$ cat src/rtl/div_seq_32_pkg.sv
// Shared constants and the FSM state type for the sequential divider.
package div_seq_32_pkg;

    localparam int DATA_WIDTH = 32;
    localparam int ITER       = DATA_WIDTH;
    localparam int CNT_W      = 6;

    typedef enum logic [1:0] {
        ST_IDLE = 2'b00,
        ST_RUN  = 2'b01,
        ST_DONE = 2'b10
    } div_state_t;

    // Quotient reported for a zero divisor: all ones.
    function automatic logic [DATA_WIDTH-1:0] dbz_quotient();
        return '1;
    endfunction

endpackage

$ cat src/rtl/div_seq_32_if.sv
// Control-unit side handshake and result bus of the divider.
interface div_seq_32_if;
    import div_seq_32_pkg::*;

    logic                  START;
    logic [DATA_WIDTH-1:0] DIVIDEND;
    logic [DATA_WIDTH-1:0] DIVISOR;
    logic [DATA_WIDTH-1:0] QUO;
    logic [DATA_WIDTH-1:0] REM;
    logic                  BUSY;
    logic                  DONE;
    logic                  DBZ;

    modport master (
        output START, DIVIDEND, DIVISOR,
        input  QUO, REM, BUSY, DONE, DBZ
    );

    modport slave (
        input  START, DIVIDEND, DIVISOR,
        output QUO, REM, BUSY, DONE, DBZ
    );
endinterface

$ cat src/rtl/div_seq_32_rc_add_sub.sv
// 32-bit ripple-carry adder/subtractor. SnA=1 gives A-B with CO=1 meaning
// no borrow; SnA=0 gives A+B with CO as the carry out.
module RC_ADD_SUB_32 (
    output logic [31:0] Y,
    output logic        CO,
    input  logic [31:0] A,
    input  logic [31:0] B,
    input  logic        SnA
);
    logic [31:0] w_b;
    logic [32:0] w_c;

    // Two's-complement subtract: invert B and inject SnA as carry in.
    generate
        for (genvar gi = 0; gi < 32; gi++) begin : g_binv
            assign w_b[gi] = B[gi] ^ SnA;
        end
    endgenerate

    // Carry ripple from bit 0 upwards.
    always_comb begin
        w_c[0] = SnA;
        for (int i = 0; i < 32; i++) begin
            w_c[i+1] = (A[i] & w_b[i]) | (A[i] & w_c[i]) | (w_b[i] & w_c[i]);
        end
    end

    generate
        for (genvar gi = 0; gi < 32; gi++) begin : g_sum
            assign Y[gi] = A[gi] ^ w_b[gi] ^ w_c[gi];
        end
    endgenerate

    assign CO = w_c[32];
endmodule

$ cat src/rtl/div_seq_32.sv
// Multicycle 32-bit unsigned restoring divider: one shared subtractor,
// a 6-bit iteration counter and a three-state IDLE/RUN/DONE controller.
module div_seq_32
    import div_seq_32_pkg::*;
(
    input  logic          CLK,
    input  logic          RST,
    div_seq_32_if.slave   bus
);
    div_state_t            r_state;
    div_state_t            w_state_next;
    logic                  w_accept;
    logic                  w_last;

    logic [DATA_WIDTH-1:0] r_q;
    logic [DATA_WIDTH-1:0] r_r;
    logic [DATA_WIDTH-1:0] r_d;
    logic [CNT_W-1:0]      r_cnt;
    logic [DATA_WIDTH-1:0] r_quo;
    logic [DATA_WIDTH-1:0] r_rem;
    logic                  r_dbz;

    logic [DATA_WIDTH-1:0] w_rs;
    logic [DATA_WIDTH-1:0] w_y;
    logic                  w_co;
    logic                  w_ok;
    logic [DATA_WIDTH-1:0] w_r_next;
    logic [DATA_WIDTH-1:0] w_q_next;
    logic                  w_div_zero;

    assign w_div_zero = (bus.DIVISOR == '0);

    // Shift the next dividend bit into the partial remainder.
    assign w_rs = {r_r[DATA_WIDTH-2:0], r_q[DATA_WIDTH-1]};

    RC_ADD_SUB_32 u_sub (
        .Y   (w_y),
        .CO  (w_co),
        .A   (w_rs),
        .B   (r_d),
        .SnA (1'b1)
    );

    // If the old R[31] was set the shifted value is at least 2^32, which
    // exceeds any divisor, so the wrapped 32-bit difference is still correct.
    assign w_ok     = r_r[DATA_WIDTH-1] | w_co;
    assign w_r_next = w_ok ? w_y : w_rs;
    assign w_q_next = {r_q[DATA_WIDTH-2:0], w_ok};

    // State register.
    always_ff @(posedge CLK or negedge RST) begin
        if (!RST) begin
            r_state <= ST_IDLE;
        end else begin
            r_state <= w_state_next;
        end
    end

    // Next-state logic; START is only honoured in IDLE.
    always_comb begin
        w_state_next = r_state;
        w_accept     = 1'b0;
        w_last       = 1'b0;
        case (r_state)
            ST_IDLE: begin
                if (bus.START) begin
                    w_accept     = 1'b1;
                    w_state_next = w_div_zero ? ST_DONE : ST_RUN;
                end
            end
            ST_RUN: begin
                if (r_cnt == CNT_W'(ITER - 1)) begin
                    w_last       = 1'b1;
                    w_state_next = ST_DONE;
                end
            end
            ST_DONE: begin
                w_state_next = ST_IDLE;
            end
            default: begin
                w_state_next = ST_IDLE;
            end
        endcase
    end

    // Operand capture, iteration datapath and result latching.
    always_ff @(posedge CLK or negedge RST) begin
        if (!RST) begin
            r_q   <= '0;
            r_r   <= '0;
            r_d   <= '0;
            r_cnt <= '0;
            r_quo <= '0;
            r_rem <= '0;
            r_dbz <= 1'b0;
        end else if (w_accept) begin
            r_q   <= bus.DIVIDEND;
            r_d   <= bus.DIVISOR;
            r_r   <= '0;
            r_cnt <= '0;
            r_dbz <= w_div_zero;
            if (w_div_zero) begin
                r_quo <= dbz_quotient();
                r_rem <= bus.DIVIDEND;
            end
        end else if (r_state == ST_RUN) begin
            r_r   <= w_r_next;
            r_q   <= w_q_next;
            r_cnt <= r_cnt + CNT_W'(1);
            if (w_last) begin
                r_quo <= w_q_next;
                r_rem <= w_r_next;
            end
        end
    end

    assign bus.QUO  = r_quo;
    assign bus.REM  = r_rem;
    assign bus.DBZ  = r_dbz;
    assign bus.BUSY = (r_state == ST_RUN) || (r_state == ST_DONE);
    assign bus.DONE = (r_state == ST_DONE);
endmodule

$ cat src/flat_wrapper.sv
// flat-port wrapper written by rule: the top's interface ports become plain ports
module div_seq_32_flat import div_seq_32_pkg::*;
  (CLK, RST, bus_START, bus_DIVIDEND, bus_DIVISOR, bus_QUO, bus_REM, bus_BUSY, bus_DONE, bus_DBZ);
  div_seq_32_if bus_i ();
  input  logic CLK;
  input  logic RST;
  input wire logic [$bits(bus_i.START)-1:0] bus_START;
  input wire logic [$bits(bus_i.DIVIDEND)-1:0] bus_DIVIDEND;
  input wire logic [$bits(bus_i.DIVISOR)-1:0] bus_DIVISOR;
  output wire logic [$bits(bus_i.QUO)-1:0] bus_QUO;
  output wire logic [$bits(bus_i.REM)-1:0] bus_REM;
  output wire logic [$bits(bus_i.BUSY)-1:0] bus_BUSY;
  output wire logic [$bits(bus_i.DONE)-1:0] bus_DONE;
  output wire logic [$bits(bus_i.DBZ)-1:0] bus_DBZ;
  assign bus_i.START = bus_START;
  assign bus_i.DIVIDEND = bus_DIVIDEND;
  assign bus_i.DIVISOR = bus_DIVISOR;
  assign bus_QUO = bus_i.QUO;
  assign bus_REM = bus_i.REM;
  assign bus_BUSY = bus_i.BUSY;
  assign bus_DONE = bus_i.DONE;
  assign bus_DBZ = bus_i.DBZ;
  div_seq_32 u_core (.CLK(CLK), .RST(RST), .bus(bus_i));
endmodule
$ cat config.mk
export PLATFORM = sky130hd
export DESIGN_NAME = div_seq_32_flat
export DESIGN_NICKNAME = d
export VERILOG_FILES = /design/src/rtl/div_seq_32_pkg.sv /design/src/rtl/div_seq_32_if.sv /design/src/rtl/div_seq_32_rc_add_sub.sv /design/src/rtl/div_seq_32.sv /design/src/flat_wrapper.sv
export SDC_FILE = /design/constraint.sdc
export NUM_CORES = 1
export LEC_CHECK = 0
export CAP_MARGIN = 15
export CORE_MARGIN = 2
export CORE_UTILIZATION = 45
export CTS_BUF_LIST = sky130_fd_sc_hd__clkbuf_4 sky130_fd_sc_hd__clkbuf_8
export DETAILED_ROUTE_END_ITERATION = 6
export PLACE_DENSITY = 0.69
export SKIP_CTS_REPAIR_TIMING = 1
export SLEW_MARGIN = 40
export SYNTH_ARGS = -nofsm -noshare
export SYNTH_HDL_FRONTEND = slang
export SYNTH_SLANG_ARGS = --single-unit
$ cat constraint.sdc
create_clock -name CLK -period 31.9 [get_ports CLK]
set_input_delay 7.975 -clock CLK [delete_from_list [all_inputs] [get_ports CLK]]
set_output_delay 7.975 -clock CLK [all_outputs]
set_load 0.03 [all_outputs]
==> key figures, run 1 <==
STA
  – Fin. max-slew vios: 0
  – Final worst path period share: 51.26%
  – Final Hold Vio Count: 0
  – Worst-case headroom to the max-slew limit: 46.77%
  – Worst hold slack: 0.4911 ns
  – Final WS setup: 15.55 ns
  – RSZ-0062 raised after global routing: false
  – Worst-margin pin slew: 0.7985 ns
  – Setup TNS: 0 ns
  – Final min period: 16.35 ns
  – Max Clock Freq: 61.15 MHz
  – Final setup viols: 0
  – Clk_skew: 0.01213 ns

Floorplan
  – Core ar.: 17,900 um^2
  – Die width: 138.9 um
  – Die footprint: 19,300 um^2
  – Ports: 134
  – Initial core utilization: 45.76%
  – Die Height: 138.9 um
  – Row count: 49

Cells and area
  – Most frequent cells in the layout: dfrtp_1, clkdlybuf4s50_1, nand2_1
  – Area of the multi-input gates: 3612 um^2
  – Final Cell Area: 10,050 um^2
  – Layout cell share with drive strength beyond 1: 9.236%
  – Fin nets: 967
  – Commonest non-fill, non-tap cell in the layout: dfrtp_1
  – Synth-to-layout area growth: 22.69%
  – # diodes: 0
  – Fillers: 1,575
  – FF/Latch Area: 4230 um^2

Place
  – I/O Buffers: 133
  – GPL Wtd Cong: 0.7984
  – Dpl cell area: 9664 um^2
  – Post-place setup slack: 15.25 ns
  – DPL Wire Length: 13.29 mm

Synthesis
  – EDFF count, synth: 0
  – Mapped Area: 8193 um^2
  – Top FF cell, synth: dfrtp_1
  – Syn_nets: 858
  – Async SR Flop Fraction: 100.0%
  – Average cell area after synthesis: 10.85 um^2
  – Yosys cell types: 40
  – Seq/Total Area, Yosys: 51.62%
  – Synth warn: 0
  – Flops & latches, synth: 169
  – Mapped Cells: 755

Detailed routing
  – Iteration-0 DRC Markers: 499
  – Detailed-route DRC error count: 0
  – Drt first pass iters: 5
  – WL met1: 9.835 mm
  – Max layer used: met4
  – Metal2 WL: 8.740 mm
  – Avg Vias per Cell: 5.432
  – Routed Antenna Nets: 0
  – Post-detailed-routing wire length: 19.78 mm
  – Routed WL per cell: 17.88 um
  – WL met3: 906 um
  – Via count of the routed design: 6,008

Worst setup path
  – Worst endpoint required time: 32.31 ns
  – Critical path buffers and inverters: 2
  – CP delay by family, top: adder cells
  – Worst setup EP type: register
  – Slowest library cell on the worst path: or2_2
  – Crit-path most repeated cell: fa_1
  – Critical Path AT: 16.76 ns
  – Kind of critical path: reg2reg
  – Slowest cell delay on critical path: 0.61 ns
  – Setup crit start kind: register
  – Max Fanout on Critical Path: 35

Run status
  – Status: complete, no violations

Global routing
  – Global Route Usage Sum: 21.13%
  – Largest net degree at the start of global routing: 89
  – Initial antenna violation count: 0
  – Vias in the first global route: 6,018
  – Total grt overflow: 0
  – First-pass GRT wire length: 32.46 mm

Clocking
  – Root buffer cell: clkbuf_8
  – Worst-path clk slew: 0.09 ns
  – Num CTS Buffers: 17
  – H-tree lvl count: 4
  – Clk_lat worst skew: 0.47 ns
  – CTS tree: yes
  – Clk sinks: 169
  – Clock Path Buffers: 2

Pwr
  – Total power after layout: 0.0008148 W
  – Leak: 4.310 nW
  – Pwr dens: 81.06 nW/um^2
  – Worst vdd ir: 0.00003832 V

Hold path
  – Class of the worst hold path: reg2reg

Job
  – Max Cap Viol: 0
==> worst reg2reg max path: cells and delay by family (launching register included) <==
family                   cells  cell delay (ns)
AO/OA/AOI/OAI                1             0.29
buffers and inverters        2             0.14
adder cells (fa/ha/maj)     32            14.60
AND/OR/NAND/NOR              2             0.75
multiplexers                 1             0.18
flip-flops                   1             0.37
==> synth_stat cells, types with 2 or more instances <==
master | number | area (um^2)
o22a_1 | 29 | 254.0
o221a_2 | 24 | 270.3
and2_1 | 31 | 193.9
nand4_1 | 6 | 37.54
inv_1 | 37 | 138.9
nor4_1 | 4 | 25.02
a21oi_1 | 32 | 160.2
dfrtp_1 | 169 | 4229
o221a_1 | 7 | 78.83
fa_1 | 31 | 620.6
o22a_2 | 3 | 30.03
clkbuf_1 | 35 | 131.4
xor2_1 | 3 | 26.28
o21ai_0 | 68 | 340.3
buf_1 | 7 | 26.28
buf_6 | 6 | 67.56
nor2_1 | 37 | 138.9
buf_2 | 3 | 15.01
nor4_2 | 3 | 37.54
nand2_1 | 132 | 495.5
ha_1 | 5 | 62.56
mux2i_1 | 64 | 640.6
or2_2 | 2 | 12.51
==> final cells by class <==
cell class                      count  share of cell area (%)
Sequential cell                   169                   42.08
Multi-Input combinational cell    498                   35.93
Timing Repair Buffer              141                   13.95
Clock buffer                       23                   3.149
Tap cell                          229                   2.850
Inverter                           37                   1.382
Clock inverter                      9                  0.6473
==> per-stage QoR <==
stage                     util, %  cells
after floorplan                 -    755
after global placement      53.94   1074
after detailed placement    53.98   1074
after CTS                   56.12   1106
after global routing        56.15   1106
final                       56.15   1106
==> power breakdown <==
group	total, W	switching [W]	internal, W
Combinational	0.000349	0.000202	0.000147
Clock	0.000146	0.0000791	0.0000664
Sequential	0.000320	0.0000498	0.000271
Total	0.000815	0.000331	0.000484
==> routing by layer <==
metal | global-route usage (%) | vias to the layer above
met1 | 32.66 | 2978
met5 | 0 | -
met4 | 6.380 | 0
met2 | 30.31 | 184
li1 | - | 2824
met3 | 4.144 | 22
==> kinds of logic after synthesis <==
logic type,Yosys count,synth area share (%)
flops,169,51.62
fa+ha+maj,36,8.338
mux,64,7.819
buf+inv,88,4.627
compound gates,170,14.69
xor+xnor,4,0.4277
simple gates,224,12.48
==> registers in the layout (all words and copies together), names as in the netlist <==
register and count:
u_core.bus.DBZ 1, u_core.bus.QUO 32, u_core.r_r 32, u_core.r_q 32, u_core.r_state 2, u_core.bus.REM 32, u_core.r_cnt 6, u_core.r_d 32
==> final timing paths <==
path | from | end | slack [ns] | cells after the start
max in group asynchronous | RST | u_core.r_r[10] | 23.10 | 2
hold / removal | u_core.bus.QUO[10] | u_core.bus.QUO[10] | 0.49 | 1
min in group asynchronous | RST | u_core.r_cnt[5] | 7.55 | 1
setup / recovery | u_core.r_q[31] | u_core.r_r[16] | 15.55 | 38
setup reg to reg | u_core.r_q[31] | u_core.r_r[16] | 15.55 | 38
hold reg to reg | u_core.bus.QUO[10] | u_core.bus.QUO[10] | 0.49 | 1
(Power assumes the default switching activity.)
==> inputs of run 2 (changes only) <==
Clock period 31.9 ns to 16.4 ns, I/O delays scaled along.
==> key figures, run 2 (synthesis results as in run 1) <==
Run status
  – Status: complete, no violations

Global routing
  – Initial antenna violation count: 0 (unchanged)
  – Met3 usage: 3.867% (-0.28 points)
  – Largest net degree at the start of global routing: 90 (+1.1%)
  – Vias in the first global route: 6,000 (-0.30%)
  – Total grt overflow: 0 (unchanged)
  – Most Crowded Layer GR: met1
  – Global Route Usage Sum: 21.47% (+0.34 points)
  – First-pass GRT wire length: 33.13 mm (+2.0%)
  – Global routing usage on met2: 31.09% (+0.78 points)
  – Routing usage on met1: 33.25% (+0.59 points)

Clocking
  – Clock Path Buffers: 2 (unchanged)
  – Num CTS Buffers: 17 (unchanged)
  – Clk sinks: 169 (unchanged)
  – CTS tree: yes
  – Root buffer cell: clkbuf_8
  – Clk_lat worst skew: 0.46 ns (about the same)
  – H-tree lvl count: 4 (unchanged)
  – Worst-path clk slew: 0.09 ns (about the same)

Floorplan
  – Die width: 138.9 um (unchanged)
  – Row count: 49 (unchanged)
  – Ports: 134 (unchanged)
  – Die Height: 138.9 um (unchanged)
  – Die footprint: 19,300 um^2 (unchanged)
  – Initial core utilization: 45.76% (unchanged)
  – Core ar.: 17,900 um^2 (unchanged)

STA
  – Clk_skew: 0.01073 ns (-0.001403 ns)
  – Fin. max-slew vios: 0 (unchanged)
  – Setup TNS: 0 ns (unchanged)
  – Worst-margin pin slew: 0.8111 ns (+0.01266 ns)
  – Final Hold Vio Count: 0 (unchanged)
  – Max Clock Freq: 63.15 MHz (+3.3%)
  – Final setup viols: 0 (unchanged)
  – Final min period: 15.84 ns (-0.5173 ns)
  – Worst-case headroom to the max-slew limit: 45.93% (-0.84 points)
  – Final worst path period share: 96.56% (+45 points)

Cells and area
  – Layout cell share with drive strength beyond 1: 9.432% (+0.20 points)
  – Commonest non-fill, non-tap cell in the layout: dfrtp_1
  – Fin cells: 1,109 (+0.27%)
  – Util after Layout: 56.23% (+0.077 points)
  – Fillers: 1,588 (+0.83%)
  – Fin nets: 970 (+0.31%)
  – Final Cell Area: 10,070 um^2 (+0.14%)
  – Most frequent cells in the layout: dfrtp_1, clkdlybuf4s50_1, nand2_1
  – Synth-to-layout area growth: 22.86%
  – # diodes: 0 (unchanged)

Worst setup path
  – Crit-path most repeated cell: fa_1
  – Critical Path AT: 16.18 ns (-0.58 ns)
  – Worst endpoint required time: 16.75 ns (-15.56 ns)
  – Slowest cell delay on critical path: 0.48 ns (-0.13 ns)
  – Slowest library cell on the worst path: fa_1
  – Setup crit start kind: register
  – Worst setup EP type: register
  – Kind of critical path: reg2reg
  – Max Fanout on Critical Path: 31 (-11%)

Detailed routing
  – Avg Vias per Cell: 5.303 (-2.4%)
  – Routed WL per cell: 17.87 um (about the same)
  – Drt first pass iters: 4 (-1)
  – Iteration-0 DRC Markers: 382 (-23%)
  – Routed Antenna Nets: 0 (unchanged)
  – Detailed-route DRC error count: 0 (unchanged)
  – Via count of the routed design: 5,881 (-2.1%)
  – Post-detailed-routing wire length: 19.82 mm (+0.20%)

Hold path
  – Class of the worst hold path: reg2reg

Place
  – DPL Wire Length: 13.60 mm (+2.4%)
  – Placed insts: 1,077 (+0.28%)
  – Dpl cell area: 9684 um^2 (+0.21%)
  – GPL Wtd Cong: 0.8249 (+3.3%)
  – I/O Buffers: 133 (unchanged)

Job
  – Max Cap Viol: 0 (unchanged)

Pwr
  – Worst vdd ir: 0.00008153 V (+110%)
  – Pwr dens: 159.3 nW/um^2 (+97%)
  – Leak: 4.305 nW (about the same)
-- run 2: cell types whose count changed in the layout (fill, tap and decap cells not counted), sizes merged --
cell	previous run	this run
bufinv	0	1
buf	8	11
clkbuf	24	19
clkinv	7	5
inv	37	39
clkinvlp	2	6
-- run 2: per-layer routing --
| layer | part of all wire (%) | up-vias |
|---|---|---|
| met2 | 44 | 147 |
| met3 | 4.6 | 20 |
| met5 | 0 | - |
| li1 | - | 2819 |
| met1 | 50 | 2895 |
| met4 | 1.6 | 0 |
-- run 2: final cells by class --
class,instances,area (um^2),area share (%)
well taps,229,286.5,2.846
flip-flops and latches,169,4230,42.03
multi-input cells,498,3612,35.89
repair buffers,144,1425,14.16
inverters,37,138.9,1.380
clock buffers,18,247.7,2.461
clock inverters,14,125.1,1.243
-- run 2: worst paths after layout --
check | from | to | slack, ns | cells past startpoint
max in group asynchronous | RST | u_core.r_q[14] | 11.57 | 2
min in group asynchronous | RST | u_core.r_d[3] | 3.66 | 1
worst max-delay path | u_core.r_q[31] | u_core.r_r[12] | 0.56 | 39
worst min register to register | u_core.bus.DBZ | u_core.bus.DBZ | 0.49 | 2
worst min-delay path | u_core.bus.DBZ | u_core.bus.DBZ | 0.49 | 2
worst max register to register | u_core.r_q[31] | u_core.r_r[12] | 0.56 | 39
-- run 2: worst max-delay path, delay by kind of cell (launching register included) --
kind                     cells  cell delay [ns]
AO/OA/AOI/OAI                2             0.33
buffers and inverters        3             0.39
AND/OR/NAND/NOR              1             0.19
multiplexers                 1             0.13
adder cells (fa/ha/maj)     32            14.28
flip-flops                   1             0.39
-- run 2: report_power, final --
part | internal, W | switching (W) | total, W
sequential | 0.000526 | 0.0000971 | 0.000624
combinational | 0.000298 | 0.000402 | 0.000699
clock | 0.000124 | 0.000157 | 0.000281
total | 0.000948 | 0.000656 | 0.00160
-- run 2: metrics by stage --
stage / worst slack [ns] / hold slack, ns / total power [W]
final: 0.5644 / 0.4866 / 0.001604
after detailed placement: 0.4712 / 0.4683 / 0.001324
after global routing: -0.02029 / 0.5171 / 0.001752
after CTS: 0.4452 / 0.4909 / 0.001608
after global placement: 0.6431 / 0.4651 / 0.001301
after floorplan: 0.8998 / 0.4523 / 0.001121
==> RTL edit 1: new RTL, flow settings as in run 2 <==
`CNT_W`: 6 -> 4.
--- a/src/rtl/div_seq_32_pkg.sv
+++ b/src/rtl/div_seq_32_pkg.sv
@@ -5,3 +5,3 @@
     localparam int ITER       = DATA_WIDTH;
-    localparam int CNT_W      = 6;
+    localparam int CNT_W      = 4;
 
Function: no difference found for any inputs over 4 cycles, from zero or initial values and one cycle with RST low; that may be too few to reach the edited logic, so the function may still have changed.
==> RTL edit 1 against run 2 <==
  * Clock skew up 0.00080 ns
  * Worst setup slack better by 0.14 ns
  * Hold slack worse by 0.0071 ns
  * Final cell count up 4.9%
  * Total power up 2.1%
  * Design area up 1.1%
  * Sequential cell count down 2
  * Wire length down 0.79%
  * Clock power up 11%
  * First-iteration DRC count up 22%
  * Synthesized area up 0.35%
  * Highest routed layer unchanged
==> RTL edit 1: results (changes against run 2) <==
- Synth top cells by count: nand2_1, dfrtp_1, o21ai_0 (was dfrtp_1, nand2_1, o21ai_0)
- Worst Max-Slew Pin Slew: 0.726 ns (was 0.811 ns)
- Hold path cells: 2 (unchanged)
- Final nets: 1,025 (was 970)
- M3 GR Usage: 3.45% (was 3.87%)
- Grt met2 use: 30.8% (was 31.1%)
- Pleak: 4.45 nW (was 4.31 nW)
- First-pass GRT wire length: 32.6 mm (was 33.1 mm)
- Routed wl met2: 8.59 mm (was 8.64 mm)
- Share of cells above drive strength 1: 6.64% (was 9.43%)
- Worst r2r src: u_core.r_d[0] (was u_core.r_q[31])
- Largest net degree at the start of global routing: 97 (was 90)
- Top post-synthesis cells by area: dfrtp_1, nand2_1, mux2i_1 (was dfrtp_1, mux2i_1, fa_1)
- Number of global-route vias before repair: 6,005 (was 6,000)
- Clock-cell share: 4.12% (was 3.70%)
- RePlAce Congestion: 0.816 (was 0.825)
- Post-synthesis sequential area ratio: 50.8% (was 51.6%)
- FF-to-FF setup slack: 0.70 ns (was 0.56 ns)
- Post-synthesis xor/xnor area fraction: 0.320% (was 0.428%)
- Status: finished clean (unchanged)
- Worst Skew: 0.0115 ns (was 0.0107 ns)
- Synth Net Count: 917 (was 858)
- First-pass detailed-route iteration total: 5 (was 4)
- Async SR Flop Fraction: 100% (unchanged)
- Fin Hold WS: 0.480 ns (was 0.487 ns)
- Total track usage: 21.0% (was 21.5%)
- Met3 wire length: 925 um (was 909 um)
- Post-synthesis cell type count: 32 (was 40)
- Fillcell total: 1,603 (was 1,588)
- 1st-iter DRT viols: 467 (was 382)
- Vias/cell: 5.26 (was 5.30)
- Int Pwr: 0.000991 W (was 0.000948 W)
- Sequential cell area share: 41.1% (was 42.0%)
- Mux share of post-synthesis cell area: 7.79% (was 7.82%)
- Max Used Layer: met4 (unchanged)
- Worst ir drop on vdd: 0.0000684 V (was 0.0000815 V)
- Post-DP HPWL: 13.4 mm (was 13.6 mm)
- Compound-Gate Fraction of Synth Area: 11.0% (was 14.7%)
- Area share of fa/ha/maj cells after synthesis: 8.31% (was 8.34%)
- M1 GR Usage: 31.9% (was 33.2%)
- Multi-input logic area: 0.00368 sq mm (was 0.00361 sq mm)
- Non-clock buffer share: 14.4% (was 14.2%)
- Metal1 wirelength: 9.70 mm (was 9.95 mm)
- Worst reg-to-reg path cell count: 38 (was 39)
- Clkbuf count: 21 (was 18)
-- RTL edit 1: changes by cell type after synthesis, moves of 3 or more --
cell | before | now
buf_2 | 3 | 14
buf_6 | 6 | 3
nand2_1 | 132 | 195
nand3_1 | 1 | 31
o221a_1 | 7 | 25
o221a_2 | 24 | 7
o22a_1 | 29 | 0
o22a_2 | 3 | 0
-- RTL edit 1: power groups by stage --
stage / registers (W) / clock network (W) / logic [W]
after floorplan: 0.000601 / 0 / 0.000520
after global placement: 0.000623 / 0 / 0.000677
after detailed placement: 0.000624 / 0 / 0.000698
after CTS: 0.000617 / 0.000319 / 0.000702
after global routing: 0.000632 / 0.000334 / 0.000813
final: 0.000617 / 0.000311 / 0.000709
-- RTL edit 1: per-stage QoR --
step                utilization (%)  setup WS (ns)  power, W  area (sq um)  instances
finish                         56.6          0.702   0.00164         10200       1163
global placement               54.0          0.659   0.00130          9700       1131
floorplan                         -           1.02   0.00112          8220        814
global route                   56.6         0.0237   0.00178         10200       1163
detailed placement             54.1          0.628   0.00132          9720       1131
CTS                            56.4          0.527   0.00164         10100       1162
-- RTL edit 1: how the worst max path moves through the flow --
| stage | from | end | slack (ns) | depth (start not counted) |
|---|---|---|---|---|
| 6_report | u_core.r_d[0] | u_core.r_r[11] | 0.70 | 38 |
| 3_5_place_dp | u_core.r_d[0] | u_core.r_r[13] | 0.63 | 38 |
| 4_1_cts | u_core.r_d[0] | u_core.r_r[11] | 0.53 | 38 |
| 3_3_place_gp | u_core.r_q[31] | u_core.r_r[13] | 0.66 | 39 |
| 2_1_floorplan | u_core.r_d[0] | u_core.bus.REM[31] | 1.02 | 38 |
| 5_1_grt | u_core.r_q[31] | u_core.r_r[13] | 0.02 | 39 |
==> RTL edit 2: new RTL, flow settings as in run 2 <==
Made on the original files. Compare `r_cnt` against `CNT_W'(ITER - 1)` with >= in place of ==.
--- a/src/rtl/div_seq_32.sv
+++ b/src/rtl/div_seq_32.sv
@@ -71,3 +71,3 @@
             ST_RUN: begin
-                if (r_cnt == CNT_W'(ITER - 1)) begin
+                if (r_cnt >= CNT_W'(ITER - 1)) begin
                     w_last       = 1'b1;
Behaviour: same outputs for any inputs over 4 cycles, from zero or initial values and one cycle with RST low; that may be too few to reach the edited logic, so the function may still have changed.
==> RTL edit 2 against run 2 <==
  * Clock skew up 0.0026 ns
  * Wire length down 2.5%
  * Sequential cell count unchanged
  * Count of clock-buffer cells in the layout up 3
  * Design area about the same
  * Via count down 0.51%
  * Largest power group unchanged
  * Total power up 0.80%
  * Worst setup slack better by 0.073 ns
  * Synthesized area up 0.32%
==> RTL edit 2: results (changes against run 2) <==
- Placed Area: 0.00967 sq mm (was 0.00968 sq mm)
- Repair and plain buffers: 144 (unchanged)
- ANT nets after route: 0 (unchanged)
- 1st-iter DRT viols: 346 (was 382)
- Multi-input gates: 497 (was 498)
- RePlAce Congestion: 0.851 (was 0.825)
- Post-DP HPWL: 13.5 mm (was 13.6 mm)
- Multi-input logic area: 0.00359 sq mm (was 0.00361 sq mm)
- Status: finished clean (unchanged)
- Worst ir drop on vdd: 0.0000717 V (was 0.0000815 V)
- Largest net degree at the start of global routing: 77 (was 90)
- Worst Setup EP: u_core.bus.REM[31] (was u_core.r_r[12])
- First-pass GRT wire length: 31.6 mm (was 33.1 mm)
- Die W: 139 um (about the same)
- Hold path cells: 2 (unchanged)
- Fin Hold WS: 0.492 ns (was 0.487 ns)
- Vias/cell: 5.29 (was 5.30)
- Initial antenna violation count: 0 (unchanged)
- Worst Max-Slew Pin Slew: 0.747 ns (was 0.811 ns)
- Drt wl/cell: 17.5 um (was 17.9 um)
- Clk pwr: 0.000294 W (was 0.000281 W)
- Total clock buffers created by CTS: 17 (unchanged)
- Top post-synthesis cells by area: dfrtp_1, mux2i_1, fa_1 (unchanged)
- Synth top cells by count: dfrtp_1, nand2_1, mux2i_1 (was dfrtp_1, nand2_1, o21ai_0)
- Post-synthesis sequential area ratio: 51.5% (was 51.6%)
- Final Total Pwr: 0.00162 W (was 0.00160 W)
- Post-Route WL: 19.3 mm (was 19.8 mm)
- Sequential cell area share: 42.0% (about the same)
- PnR worst setup slack: 0.638 ns (was 0.564 ns)
- Fillcell total: 1,572 (was 1,588)
- Invs w/o clock: 36 (was 37)
- Worst Skew: 0.0133 ns (was 0.0107 ns)
- Final nets: 968 (was 970)
- CP max FO: 25 (was 31)
- Psw: 0.000646 W (was 0.000656 W)
- Clkbuf count: 21 (was 18)
- Clock-cell share: 3.89% (was 3.70%)
- Pleak: 4.11 nW (was 4.31 nW)
- Comb pwr: 0.000700 W (was 0.000699 W)
- Share of cells above drive strength 1: 6.16% (was 9.43%)
- CTS max path bufs: 2 (unchanged)
- Seq cells: 169 (unchanged)
- Post-synthesis cell type count: 36 (was 40)
- First-pass detailed-route iteration total: 5 (was 4)
- Non-clock buffer share: 14.3% (was 14.2%)
- Placed cells: 1,075 (was 1,077)
- Number of global-route vias before repair: 5,696 (was 6,000)
- Multi-input gate share of total cell area: 35.7% (was 35.9%)
RTL edit 2: cell types whose count changed in the layout (fill, tap and decap cells not counted), sizes merged, moves of 2 or more:
| cell | delta |
|---|---|
| o21ai | -2 |
| and4 | -2 |
| clkinvlp | -2 |
| or3 | +2 |
| nand2 | +2 |
| clkinv | -2 |
| inv | -2 |
| clkbuf | +2 |
| nand4 | -2 |
RTL edit 2: cell families after synthesis:
group                    Yosys count  synth area share [%]
buffers and inverters             89                  5.18
flip-flops                       169                  51.5
AO/OA/AOI/OAI                    169                  14.6
XOR/XNOR                           4                 0.426
adder cells (fa/ha/maj)           36                  8.31
multiplexers                      64                  7.79
AND/OR/NAND/NOR                  224                  12.3
RTL edit 2: per-layer routing:
layer	share of wire (%)	vias up	global-route usage, %
met4	1.7	0	6.75
met3	3.3	22	3.18
met5	0	-	0
met2	44	132	28.9
met1	51	2881	32.6
li1	-	2816	-
